### config.mk
export PLATFORM = sky130hd
export DESIGN_NAME = serial_mmio_ctrl_flat
export DESIGN_NICKNAME = d
export VERILOG_FILES = /design/src/rtl/serial_mmio_ctrl_pkg.sv /design/src/rtl/serial_mmio_ctrl_if.sv /design/src/rtl/serial_mmio_ctrl_sync_fifo.sv /design/src/rtl/serial_mmio_ctrl.sv /design/src/flat_wrapper.sv
export SDC_FILE = /design/constraint.sdc
export NUM_CORES = 1
export LEC_CHECK = 0
export ABC_AREA = 1
export BUFFER_PORTS_ARGS = -buffer_cell sky130_fd_sc_hd__buf_2
export CELL_PAD_IN_SITES_DETAIL_PLACEMENT = 2
export CELL_PAD_IN_SITES_GLOBAL_PLACEMENT = 2
export CORE_MARGIN = 1.5
export CORE_UTILIZATION = 36
export CTS_BUF_LIST = sky130_fd_sc_hd__clkbuf_16
export DETAILED_ROUTE_END_ITERATION = 7
export PLACE_DENSITY_LB_ADDON = 0.08
export SLEW_MARGIN = 20
export SYNTH_ARGS = -nofsm -noshare
export SYNTH_HDL_FRONTEND = slang
export SYNTH_HIERARCHICAL = 1
export SYNTH_SLANG_ARGS = --single-unit
### constraint.sdc
create_clock -name clock -period 2.6 [get_ports clock]
set_input_delay 0.39 -clock clock [delete_from_list [all_inputs] [get_ports clock]]
set_output_delay 0.39 -clock clock [all_outputs]
set_load 0.01 [all_outputs]
### src/rtl/serial_mmio_ctrl_pkg.sv
// Shared definitions for the serial MMIO controller: register offsets,
// STATUS bit layout and the TX sequencer state type.
package serial_ctrl_pkg;

    localparam logic [1:0] ADDR_DATA   = 2'd0;
    localparam logic [1:0] ADDR_STATUS = 2'd1;
    localparam logic [1:0] ADDR_CLEAR  = 2'd2;

    localparam int ST_RX_VALID   = 0;
    localparam int ST_TX_FULL    = 1;
    localparam int ST_TX_EMPTY   = 2;
    localparam int ST_TX_DROP    = 3;
    localparam int ST_TX_CNT_LSB = 8;
    localparam int ST_TX_CNT_MSB = 15;
    localparam int ST_RX_CNT_LSB = 16;
    localparam int ST_RX_CNT_MSB = 23;

    typedef enum logic {
        TX_IDLE = 1'b0,
        TX_SEND = 1'b1
    } tx_state_e;

endpackage

### src/rtl/serial_mmio_ctrl_if.sv
// Bundle of the processor load/store port and the external serial pins.
// slave = the controller side, master = processor plus serial peer side.
interface serial_mmio_if;

    logic [1:0]  mmio_addr;
    logic        mmio_wr_en;
    logic        mmio_rd_en;
    logic [31:0] mmio_wdata;
    logic [31:0] mmio_rdata;
    logic [7:0]  serial_in;
    logic        serial_valid_in;
    logic        serial_rden_out;
    logic        serial_ready_in;
    logic [7:0]  serial_out;
    logic        serial_wren_out;

    modport slave (
        input  mmio_addr, mmio_wr_en, mmio_rd_en, mmio_wdata,
        input  serial_in, serial_valid_in, serial_ready_in,
        output mmio_rdata, serial_rden_out, serial_out, serial_wren_out
    );

    modport master (
        output mmio_addr, mmio_wr_en, mmio_rd_en, mmio_wdata,
        output serial_in, serial_valid_in, serial_ready_in,
        input  mmio_rdata, serial_rden_out, serial_out, serial_wren_out
    );

endinterface

### src/rtl/serial_mmio_ctrl_sync_fifo.sv
// Single-clock FIFO with combinational head. A push into a full FIFO is
// still accepted when a pop happens on the same edge.
module sync_fifo #(
    parameter int WIDTH = 8,
    parameter int DEPTH = 8,
    localparam int PTR_W = $clog2(DEPTH),
    localparam int CNT_W = $clog2(DEPTH) + 1
) (
    input  logic             clock,
    input  logic             reset_n,
    input  logic             push_i,
    input  logic             pop_i,
    input  logic [WIDTH-1:0] wdata_i,
    output logic [WIDTH-1:0] head_o,
    output logic             full_o,
    output logic             empty_o,
    output logic [CNT_W-1:0] count_o
);

    logic [WIDTH-1:0] mem_q [DEPTH];
    logic [PTR_W-1:0] wr_ptr_q, wr_ptr_d;
    logic [PTR_W-1:0] rd_ptr_q, rd_ptr_d;
    logic [CNT_W-1:0] count_q, count_d;
    logic             push_ok;
    logic             pop_ok;

    assign full_o  = (count_q == CNT_W'(DEPTH));
    assign empty_o = (count_q == '0);
    assign count_o = count_q;
    assign head_o  = mem_q[rd_ptr_q];
    assign pop_ok  = pop_i & ~empty_o;
    assign push_ok = push_i & (~full_o | pop_ok);

    // Next pointers and occupancy; pointers wrap naturally at DEPTH.
    always_comb begin
        wr_ptr_d = wr_ptr_q;
        rd_ptr_d = rd_ptr_q;
        count_d  = count_q;
        if (push_ok) wr_ptr_d = wr_ptr_q + PTR_W'(1);
        if (pop_ok)  rd_ptr_d = rd_ptr_q + PTR_W'(1);
        if (push_ok && !pop_ok) count_d = count_q + CNT_W'(1);
        if (pop_ok && !push_ok) count_d = count_q - CNT_W'(1);
    end

    // Control state; reset empties the FIFO without touching storage.
    always_ff @(posedge clock or negedge reset_n) begin
        if (!reset_n) begin
            wr_ptr_q <= '0;
            rd_ptr_q <= '0;
            count_q  <= '0;
        end else begin
            wr_ptr_q <= wr_ptr_d;
            rd_ptr_q <= rd_ptr_d;
            count_q  <= count_d;
        end
    end

    // Storage write; contents are only meaningful between pointers.
    always_ff @(posedge clock) begin
        if (push_ok) mem_q[wr_ptr_q] <= wdata_i;
    end

endmodule

### src/rtl/serial_mmio_ctrl.sv
// Memory-mapped serial port controller: DATA/STATUS/CLEAR decode, TX FIFO
// drained by a two-state sequencer, RX FIFO filled from the serial pins.
module serial_mmio_ctrl
    import serial_ctrl_pkg::*;
#(
    parameter int TX_DEPTH = 8,
    parameter int RX_DEPTH = 4
) (
    input  logic         clock,
    input  logic         reset_n,
    serial_mmio_if.slave bus
);

    localparam int TX_CNT_W = $clog2(TX_DEPTH) + 1;
    localparam int RX_CNT_W = $clog2(RX_DEPTH) + 1;

    logic [7:0]          tx_head, rx_head;
    logic                tx_full, tx_empty, rx_full, rx_empty;
    logic [TX_CNT_W-1:0] tx_count;
    logic [RX_CNT_W-1:0] rx_count;
    logic                data_wr, data_rd, clear_wr;
    logic                tx_pop, rx_push, rx_pop, drop_set;
    tx_state_e           state_q, state_d;
    logic [7:0]          out_q, out_d;
    logic                drop_q, drop_d;
    logic [31:0]         rdata;
    logic                unused_wdata;

    assign unused_wdata = ^bus.mmio_wdata[31:8];

    assign data_wr  = bus.mmio_wr_en & (bus.mmio_addr == ADDR_DATA);
    assign data_rd  = bus.mmio_rd_en & (bus.mmio_addr == ADDR_DATA);
    assign clear_wr = bus.mmio_wr_en & (bus.mmio_addr == ADDR_CLEAR);

    // A store into a full TX FIFO survives only if a drain frees a slot.
    assign tx_pop   = ~tx_empty & bus.serial_ready_in;
    assign drop_set = data_wr & tx_full & ~tx_pop;
    assign rx_push  = bus.serial_valid_in & ~rx_full;
    assign rx_pop   = data_rd & ~rx_empty;
    assign bus.serial_rden_out = rx_push;

    sync_fifo #(.WIDTH(8), .DEPTH(TX_DEPTH)) u_tx_fifo (
        .clock   (clock),
        .reset_n (reset_n),
        .push_i  (data_wr),
        .pop_i   (tx_pop),
        .wdata_i (bus.mmio_wdata[7:0]),
        .head_o  (tx_head),
        .full_o  (tx_full),
        .empty_o (tx_empty),
        .count_o (tx_count)
    );

    sync_fifo #(.WIDTH(8), .DEPTH(RX_DEPTH)) u_rx_fifo (
        .clock   (clock),
        .reset_n (reset_n),
        .push_i  (rx_push),
        .pop_i   (rx_pop),
        .wdata_i (bus.serial_in),
        .head_o  (rx_head),
        .full_o  (rx_full),
        .empty_o (rx_empty),
        .count_o (rx_count)
    );

    // TX sequencer, output byte and sticky drop flag registers.
    always_ff @(posedge clock or negedge reset_n) begin
        if (!reset_n) begin
            state_q <= TX_IDLE;
            out_q   <= 8'h00;
            drop_q  <= 1'b0;
        end else begin
            state_q <= state_d;
            out_q   <= out_d;
            drop_q  <= drop_d;
        end
    end

    // Next state: present a byte whenever one is popped, else go idle.
    always_comb begin
        state_d = tx_pop ? TX_SEND : TX_IDLE;
        out_d   = tx_pop ? tx_head : out_q;
        drop_d  = drop_q;
        if (clear_wr) drop_d = 1'b0;
        if (drop_set) drop_d = 1'b1;
    end

    // Sequencer outputs: write strobe is high only in SEND.
    always_comb begin
        bus.serial_wren_out = (state_q == TX_SEND);
        bus.serial_out      = out_q;
    end

    // Load data mux; everything but DATA and STATUS reads as zero.
    always_comb begin
        rdata = 32'h0;
        if (bus.mmio_rd_en) begin
            case (bus.mmio_addr)
                ADDR_DATA: begin
                    if (!rx_empty) rdata[7:0] = rx_head;
                end
                ADDR_STATUS: begin
                    rdata[ST_RX_VALID] = ~rx_empty;
                    rdata[ST_TX_FULL]  = tx_full;
                    rdata[ST_TX_EMPTY] = tx_empty;
                    rdata[ST_TX_DROP]  = drop_q;
                    rdata[ST_TX_CNT_MSB:ST_TX_CNT_LSB] = 8'(tx_count);
                    rdata[ST_RX_CNT_MSB:ST_RX_CNT_LSB] = 8'(rx_count);
                end
                default: rdata = 32'h0;
            endcase
        end
        bus.mmio_rdata = rdata;
    end

endmodule

### src/flat_wrapper.sv
// flat-port wrapper written by rule: the top's interface ports become plain ports
module serial_mmio_ctrl_flat import serial_ctrl_pkg::*;
#(
    parameter int TX_DEPTH = 8,
    parameter int RX_DEPTH = 4
)
  (clock, reset_n, bus_mmio_addr, bus_mmio_wr_en, bus_mmio_rd_en, bus_mmio_wdata, bus_serial_in, bus_serial_valid_in, bus_serial_ready_in, bus_mmio_rdata, bus_serial_rden_out, bus_serial_out, bus_serial_wren_out);
  serial_mmio_if bus_i ();
  input  logic clock;
  input  logic reset_n;
  input wire logic [$bits(bus_i.mmio_addr)-1:0] bus_mmio_addr;
  input wire logic [$bits(bus_i.mmio_wr_en)-1:0] bus_mmio_wr_en;
  input wire logic [$bits(bus_i.mmio_rd_en)-1:0] bus_mmio_rd_en;
  input wire logic [$bits(bus_i.mmio_wdata)-1:0] bus_mmio_wdata;
  input wire logic [$bits(bus_i.serial_in)-1:0] bus_serial_in;
  input wire logic [$bits(bus_i.serial_valid_in)-1:0] bus_serial_valid_in;
  input wire logic [$bits(bus_i.serial_ready_in)-1:0] bus_serial_ready_in;
  output wire logic [$bits(bus_i.mmio_rdata)-1:0] bus_mmio_rdata;
  output wire logic [$bits(bus_i.serial_rden_out)-1:0] bus_serial_rden_out;
  output wire logic [$bits(bus_i.serial_out)-1:0] bus_serial_out;
  output wire logic [$bits(bus_i.serial_wren_out)-1:0] bus_serial_wren_out;
  assign bus_i.mmio_addr = bus_mmio_addr;
  assign bus_i.mmio_wr_en = bus_mmio_wr_en;
  assign bus_i.mmio_rd_en = bus_mmio_rd_en;
  assign bus_i.mmio_wdata = bus_mmio_wdata;
  assign bus_i.serial_in = bus_serial_in;
  assign bus_i.serial_valid_in = bus_serial_valid_in;
  assign bus_i.serial_ready_in = bus_serial_ready_in;
  assign bus_mmio_rdata = bus_i.mmio_rdata;
  assign bus_serial_rden_out = bus_i.serial_rden_out;
  assign bus_serial_out = bus_i.serial_out;
  assign bus_serial_wren_out = bus_i.serial_wren_out;
  serial_mmio_ctrl #(.TX_DEPTH(TX_DEPTH), .RX_DEPTH(RX_DEPTH)) u_core (.clock(clock), .reset_n(reset_n), .bus(bus_i));
endmodule
==> results of run 1 <==
==> critical path, stage by stage (launching register included) <==
cell and delay (ns):
dfrtp_1 0.51, inv_2 0.31, nor2_1 0.08, o22ai_1 0.25, nand4_1 0.16, nand2_1 0.09, buf_2 0.13
==> cells in the final DEF, fill, tap and decap left out, drive strengths merged <==
cell type,n
clkbuf,17
clkinvlp,2
xor2,6
nand4,6
buf,66
dfrtp,27
xnor2,1
fa,2
nor2,81
clkinv,6
nand3b,1
bufinv,2
nand2,83
nand3,17
edfxtp,96
nor3,4
a21oi,5
mux2i,8
mux2,1
conb,17
o22ai,16
ha,8
inv,54
o21ai,51
a21boi,1
==> worst min path at each step <==
stage,start,to,slack (ns),cells past startpoint
4_1_cts,reset_n,u_core/u_rx_fifo/wr_ptr_q[1],0.03,1
3_3_place_gp,u_core/bus.serial_out[0],u_core/bus.serial_out[0],0.46,2
2_1_floorplan,reset_n,u_core/bus.serial_out[0],0.09,0
6_report,reset_n,u_core/u_rx_fifo/wr_ptr_q[0],0.03,1
5_1_grt,reset_n,u_core/u_rx_fifo/wr_ptr_q[1],0.08,1
3_5_place_dp,u_core/bus.serial_out[6],u_core/bus.serial_out[6],0.47,2
==> routing by layer <==
layer	track usage (%)	part of all wire (%)
met5	0	0
met1	24.7	46
met2	30.3	49
met3	4.34	3.8
met4	7.17	1.6
==> power breakdown <==
part | total (mW) | internal (mW) | switching [mW] | leakage (nW)
sequential | 2.72 | 2.47 | 0.245 | 1.19
combinational | 2.33 | 0.778 | 1.55 | 1.30
clock | 2.40 | 1.45 | 0.950 | 0.293
total | 7.44 | 4.70 | 2.74 | 2.79
==> layout make-up <==
type / instances / share of cell area, %
Tap cell: 184 / 3.51
Multi-Input combinational cell: 308 / 24.4
Clock buffer: 17 / 6.48
Timing Repair Buffer: 66 / 5.72
Sequential cell: 123 / 54.2
Inverter: 49 / 2.80
Clock inverter: 15 / 2.80
==> sequential cells by signal, summed over array words and instances (netlist names) <==
signal and count:
u_core/u_tx_fifo/rd_ptr_q 3, u_core/u_tx_fifo/count_o 4, u_core/u_tx_fifo/mem_q 64, u_core/u_rx_fifo/wr_ptr_q 2
u_core/u_tx_fifo/wr_ptr_q 3, u_core/bus.serial_out 8, u_core/u_rx_fifo/count_o 3, u_core/bus.serial_wren_out 1
u_core/u_rx_fifo/rd_ptr_q 2, u_core/drop_q 1, u_core/u_rx_fifo/mem_q 32
==> kinds of logic after synthesis <==
logic type	count (synthesis)	share of synthesized area [%]
AOI/OAI and AO/OA	73	7.28
xor gates and xnor gates	7	1.12
adders and majority gates	10	2.55
buffers and inverters	80	7.14
DFF	123	64.9
muxes	9	1.67
other	1	0.0684
and+or+nand+nor	192	15.3
==> repair_timing <==
item                                    4_1_cts  5_1_grt
endpoints found under the setup margin        0        9
hold endpoints to repair                      0        0
resized for setup                             0        2
==> through the flow <==
stage / hold slack [ns] / instance area [um^2] / setup WS (ns) / total power [mW]
final: 0.0272 / 6560 / 0.240 / 7.44
after global routing: 0.0787 / 6560 / 0.0258 / 8.00
after CTS: 0.0333 / 6550 / 0.159 / 7.56
after detailed placement: 0.468 / 5940 / 0.180 / 5.09
after global placement: 0.462 / 5940 / 0.265 / 4.94
after floorplan: 0.0944 / 5550 / 0.410 / 4.33
==> impl_metrics.ini, run 1 <==
[pwr]
power.density_mw_per_mm2 = 1130
peakVddDrop_mv = 0.517
leakage_nw = 2.79

[timing]
fin_tns_setup_ns = 0
finalHoldViolCount = 0
slew_viol_final = 0
worst_pin_slew_ns = 0.735
period_minus_slack_ns = 2.36
fmax_mhz = 424
setup_violations = 0
rsz0062_at_grt = no
skew_ns = 0.00676
period_share_pct = 90.8
slew_headroom_pct = 51.0

[route]
ant_nets = 0
drcViolationCount = 0
wl_um = 13500
wl_per_cell_um = 17.8
vias_per_cell = 4.94
dr.pass1.iters = 4
drt_iter0_markers = 134
via_count = 3765

[yosys]
ys_warn_count = 6
synthMostInstantiatedCell = edfxtp_1
yosysTopAreaCell = edfxtp_1
synth-async-reset-ratio_pct = 22.0
synth-seq-cells = 123
yosysSeqAreaShare_pct = 64.9
synth_cells = 495
synth_top_area_share_pct = 52.6
synth.area.top_cells = edfxtp_1, dfrtp_1, nor2_1, nand2_1, o21ai_0
syn_area_per_cell_um2 = 11.1
ys_top_cells_by_count = edfxtp_1, nor2_1, nand2_1
synth_edf_count = 96
ys.flop_type = edfxtp_1
syn_area_mm2 = 0.00549
synth_cell_types = 34

[floorplan]
fp-row-count = 44
ioPinCount = 90
die_w_um = 126
start_util_pct = 37.3
die_h_um = 126
dieArea_mm2 = 0.0160
core-area_mm2 = 0.0147

[worst_setup_path]
reg2reg_to = u_core/u_tx_fifo/count_o[3]
regToRegSetupSlack_ns = 0.27
crit_end = bus_mmio_rdata[3]
required_ns = 2.21
arrival_ns = 1.97
cp-start-kind = flop
worstRegToRegCells = 15
cp-end-kind = primary output
crit_path_start = u_core/u_rx_fifo/rd_ptr_q[0]
r2r-start = u_core/u_tx_fifo/count_o[3]
path_max_fanout = 17
critPathKind = flop to primary output

[finish]
seq_area_mm2 = 0.00356
utilization_pct = 44.6
stdcell_count = 762
synthToLayoutAreaGrowth_pct = 19.6
fill_cells = 1524
layout-drive-gt1-share_pct = 21.8
multi_input_area_mm2 = 0.00160
antennaDiodeCount = 0
nNetsFinal = 623

[place]
dp_hpwl_um = 8960
place.gp.congestion = 0.705
portBuffers = 48
dp.cells = 730

[grt]
grt.total_usage_pct = 18.8
grt_pass1_vias = 4124
grt_overflow = 0
grt_pass1_wl_um = 22300
grt_max_degree = 35
antenna_found_initial = 0

[clocking]
cts_sinks = 123
root_buffer = clkbuf_16
cts_hold_buffers = 0
cts_setup_buffers = 0
htreeDepth = 4
clk_path_buf_depth = 2
clkLatencyLatePin_ns = 0.42
clkSlewWorstSetupHoldPaths_ns = 0.06
cts_buffers = 17
cts_tree = built

[outcome]
outcome = completed

[worst_hold_path]
min_path_type = primary input to asynchronous set/reset pin

[run]
cap_violations = 0
Power figures use the tool's default switching activity.
==> inputs of run 2 (changes only) <==
--- a/config.mk
+++ b/config.mk
@@ -13,6 +13,7 @@
 export CORE_UTILIZATION = 36
 export CTS_BUF_LIST = sky130_fd_sc_hd__clkbuf_16
 export DETAILED_ROUTE_END_ITERATION = 7
+export HOLD_SLACK_MARGIN = 0.06
 export PLACE_DENSITY_LB_ADDON = 0.08
 export SLEW_MARGIN = 20
 export SYNTH_ARGS = -nofsm -noshare
==> constraint.sdc (replaced) <==
create_clock -name clock -period 2.6 [get_ports clock]
set_input_delay 0.13 -clock clock [delete_from_list [all_inputs] [get_ports clock]]
set_output_delay 0.13 -clock clock [all_outputs]
set_load 0.01 [all_outputs]
==> impl_metrics.ini, run 2 (same netlist as run 1, synthesis figures left out) <==
[finish]
final_cell_mix = edfxtp_1, nor2_1, nand2_1, buf_2, inv_1
largest_reg_flops = 64
stdcell_count = 779
synthToLayoutAreaGrowth_pct = 22.1
final_common_cell = edfxtp_1
fill_cells = 1518
utilization_pct = 45.5
fin_area_mm2 = 0.00670
layout-drive-gt1-share_pct = 20.7
antennaDiodeCount = 0
regMostFlops = u_core/u_tx_fifo/mem_q
nNetsFinal = 641

[clocking]
htreeDepth = 4
cts_setup_buffers = 0
root_buffer = clkbuf_16
cts_sinks = 123
cts_tree = built
cts_buffers = 17
clkLatencyLatePin_ns = 0.42
clkSlewWorstSetupHoldPaths_ns = 0.06
clk_path_buf_depth = 2

[place]
place_ws_ns = 0.189
dp.cells = 728
portBuffers = 48
place_area_mm2 = 0.00593
dp_hpwl_um = 9040
place.gp.congestion = 0.722

[worst_hold_path]
min_path_cells = 4
min_path_type = primary input to flop
worst_hold_path.endpoint = u_core/bus.serial_out[4]
hp-start = bus_serial_ready_in

[route]
drcViolationCount = 0
vias_per_cell = 4.93
drt_iter0_markers = 90
via_count = 3844
wl_um = 14000
dr.pass1.iters = 4
ant_nets = 0
wl_per_cell_um = 18.0

[run]
cap_violations = 0

[timing]
fin_tns_setup_ns = 0
fmax_mhz = 425
skew_ns = 0.0105
finalHoldViolCount = 0
post-route-worst-setup-slack_ns = 0.245
period_minus_slack_ns = 2.35
setup_violations = 0
rsz0062_at_grt = no
slew_headroom_pct = 50.4
slew_viol_final = 0
worst_pin_slew_ns = 0.744
period_share_pct = 90.6

[grt]
grt_pass1_wl_um = 22500
grt.total_usage_pct = 19.0
grt_pass1_vias = 4161
grt_overflow = 0
grt_max_degree = 35
antenna_found_initial = 0

[floorplan]
ioPinCount = 90
start_util_pct = 37.3
dieArea_mm2 = 0.0160
fp-row-count = 44
die_w_um = 126
die_h_um = 126
core-area_mm2 = 0.0147

[worst_setup_path]
r2r-start = u_core/u_tx_fifo/count_o[0]
critPathKind = flop to flop
worstRegToRegCells = 12
path_max_fanout = 11
slowest_stage = dfrtp_1
regToRegSetupSlack_ns = 0.25
required_ns = 2.72
cp-end-kind = flop
cp_cell_sequence = nor2_2 -> nand2_2 -> inv_1 -> inv_1 -> nand2_2 -> inv_2 -> buf_4 -> nand2_4 -> nand2_2 -> nand3_1 -> nor2_1 -> buf_4
arrival_ns = 2.47
cp-start-kind = flop
worst_path_largest_cell_delay_ns = 0.45
reg2reg_to = u_core/u_tx_fifo/mem_q[0][0]
cpMostUsedCell = nand2_2

[outcome]
outcome = completed

[pwr]
peakVddDrop_mv = 0.491
power.density_mw_per_mm2 = 1090
leakage_nw = 2.84
==> run 2: changes by cell type in the layout (fill, tap and decap cells not counted), moves of 2 or more <==
| cell | delta |
|---|---|
| dlygate4sd3_1 | +20 |
| clkinv_4 | -3 |
| inv_6 | +3 |
| inv_8 | -3 |
| buf_4 | -2 |
| clkinv_2 | +2 |
==> run 2: area by class of cell <==
class | count | area (um^2) | area share, %
Multi-Input combinational cell | 308 | 1600 | 23.9
Sequential cell | 123 | 3560 | 53.1
Inverter | 49 | 184 | 2.75
Clock buffer | 17 | 425 | 6.35
Clock inverter | 14 | 138 | 2.06
Tap cell | 184 | 230 | 3.44
Timing Repair Buffer | 84 | 561 | 8.37
==> run 2: layer usage <==
layer  up-vias  track usage [%]  part of all wire (%)
li1       1821                -                     -
met1      1930             23.5                    44
met2        77             32.9                    51
met3        16             4.85                   3.6
met4         0             5.54                   1.4
met5         -                0                     0
==> run 2: worst max-delay path, delay by kind of cell (launching register included) <==
family	cells	cell delay (ns)
buffers and inverters	5	0.66
and+or+nand+nor	7	0.96
DFF	1	0.45
==> run 2: how the worst max path moves through the flow <==
stage	start	end	slack, ns	cells past startpoint
floorplan	u_core/u_tx_fifo/count_o[0]	u_core/u_tx_fifo/mem_q[1][0]	0.41	10
global placement	u_core/u_tx_fifo/count_o[1]	u_core/u_tx_fifo/count_o[3]	0.29	15
detailed placement	u_core/u_tx_fifo/count_o[1]	u_core/u_tx_fifo/count_o[3]	0.19	15
CTS	u_core/u_tx_fifo/count_o[1]	u_core/u_tx_fifo/count_o[3]	0.17	15
global route	u_core/u_tx_fifo/count_o[1]	u_core/u_tx_fifo/count_o[3]	0.04	16
finish	u_core/u_tx_fifo/count_o[0]	u_core/u_tx_fifo/mem_q[0][0]	0.25	12
==> run 2: report_power, final <==
part	switching (mW)	internal (mW)	total (mW)
clock	0.933	1.33	2.26
combinational	1.51	0.784	2.29
sequential	0.291	2.47	2.76
total	2.73	4.59	7.32
==> run 2: through the flow <==
stage               power, mW  hold WS, ns
finish                   7.32        0.143
detailed placement       5.08        0.240
CTS                      7.44        0.135
floorplan                4.33       -0.166
global route             7.85        0.167
global placement         4.92        0.221
==> run 2: repair_timing <==
action,in CTS,in global routing
hold buffers,20,0
endpoints found under the setup margin,0,1
hold endpoints to repair,124,0
gates resized for setup,0,1
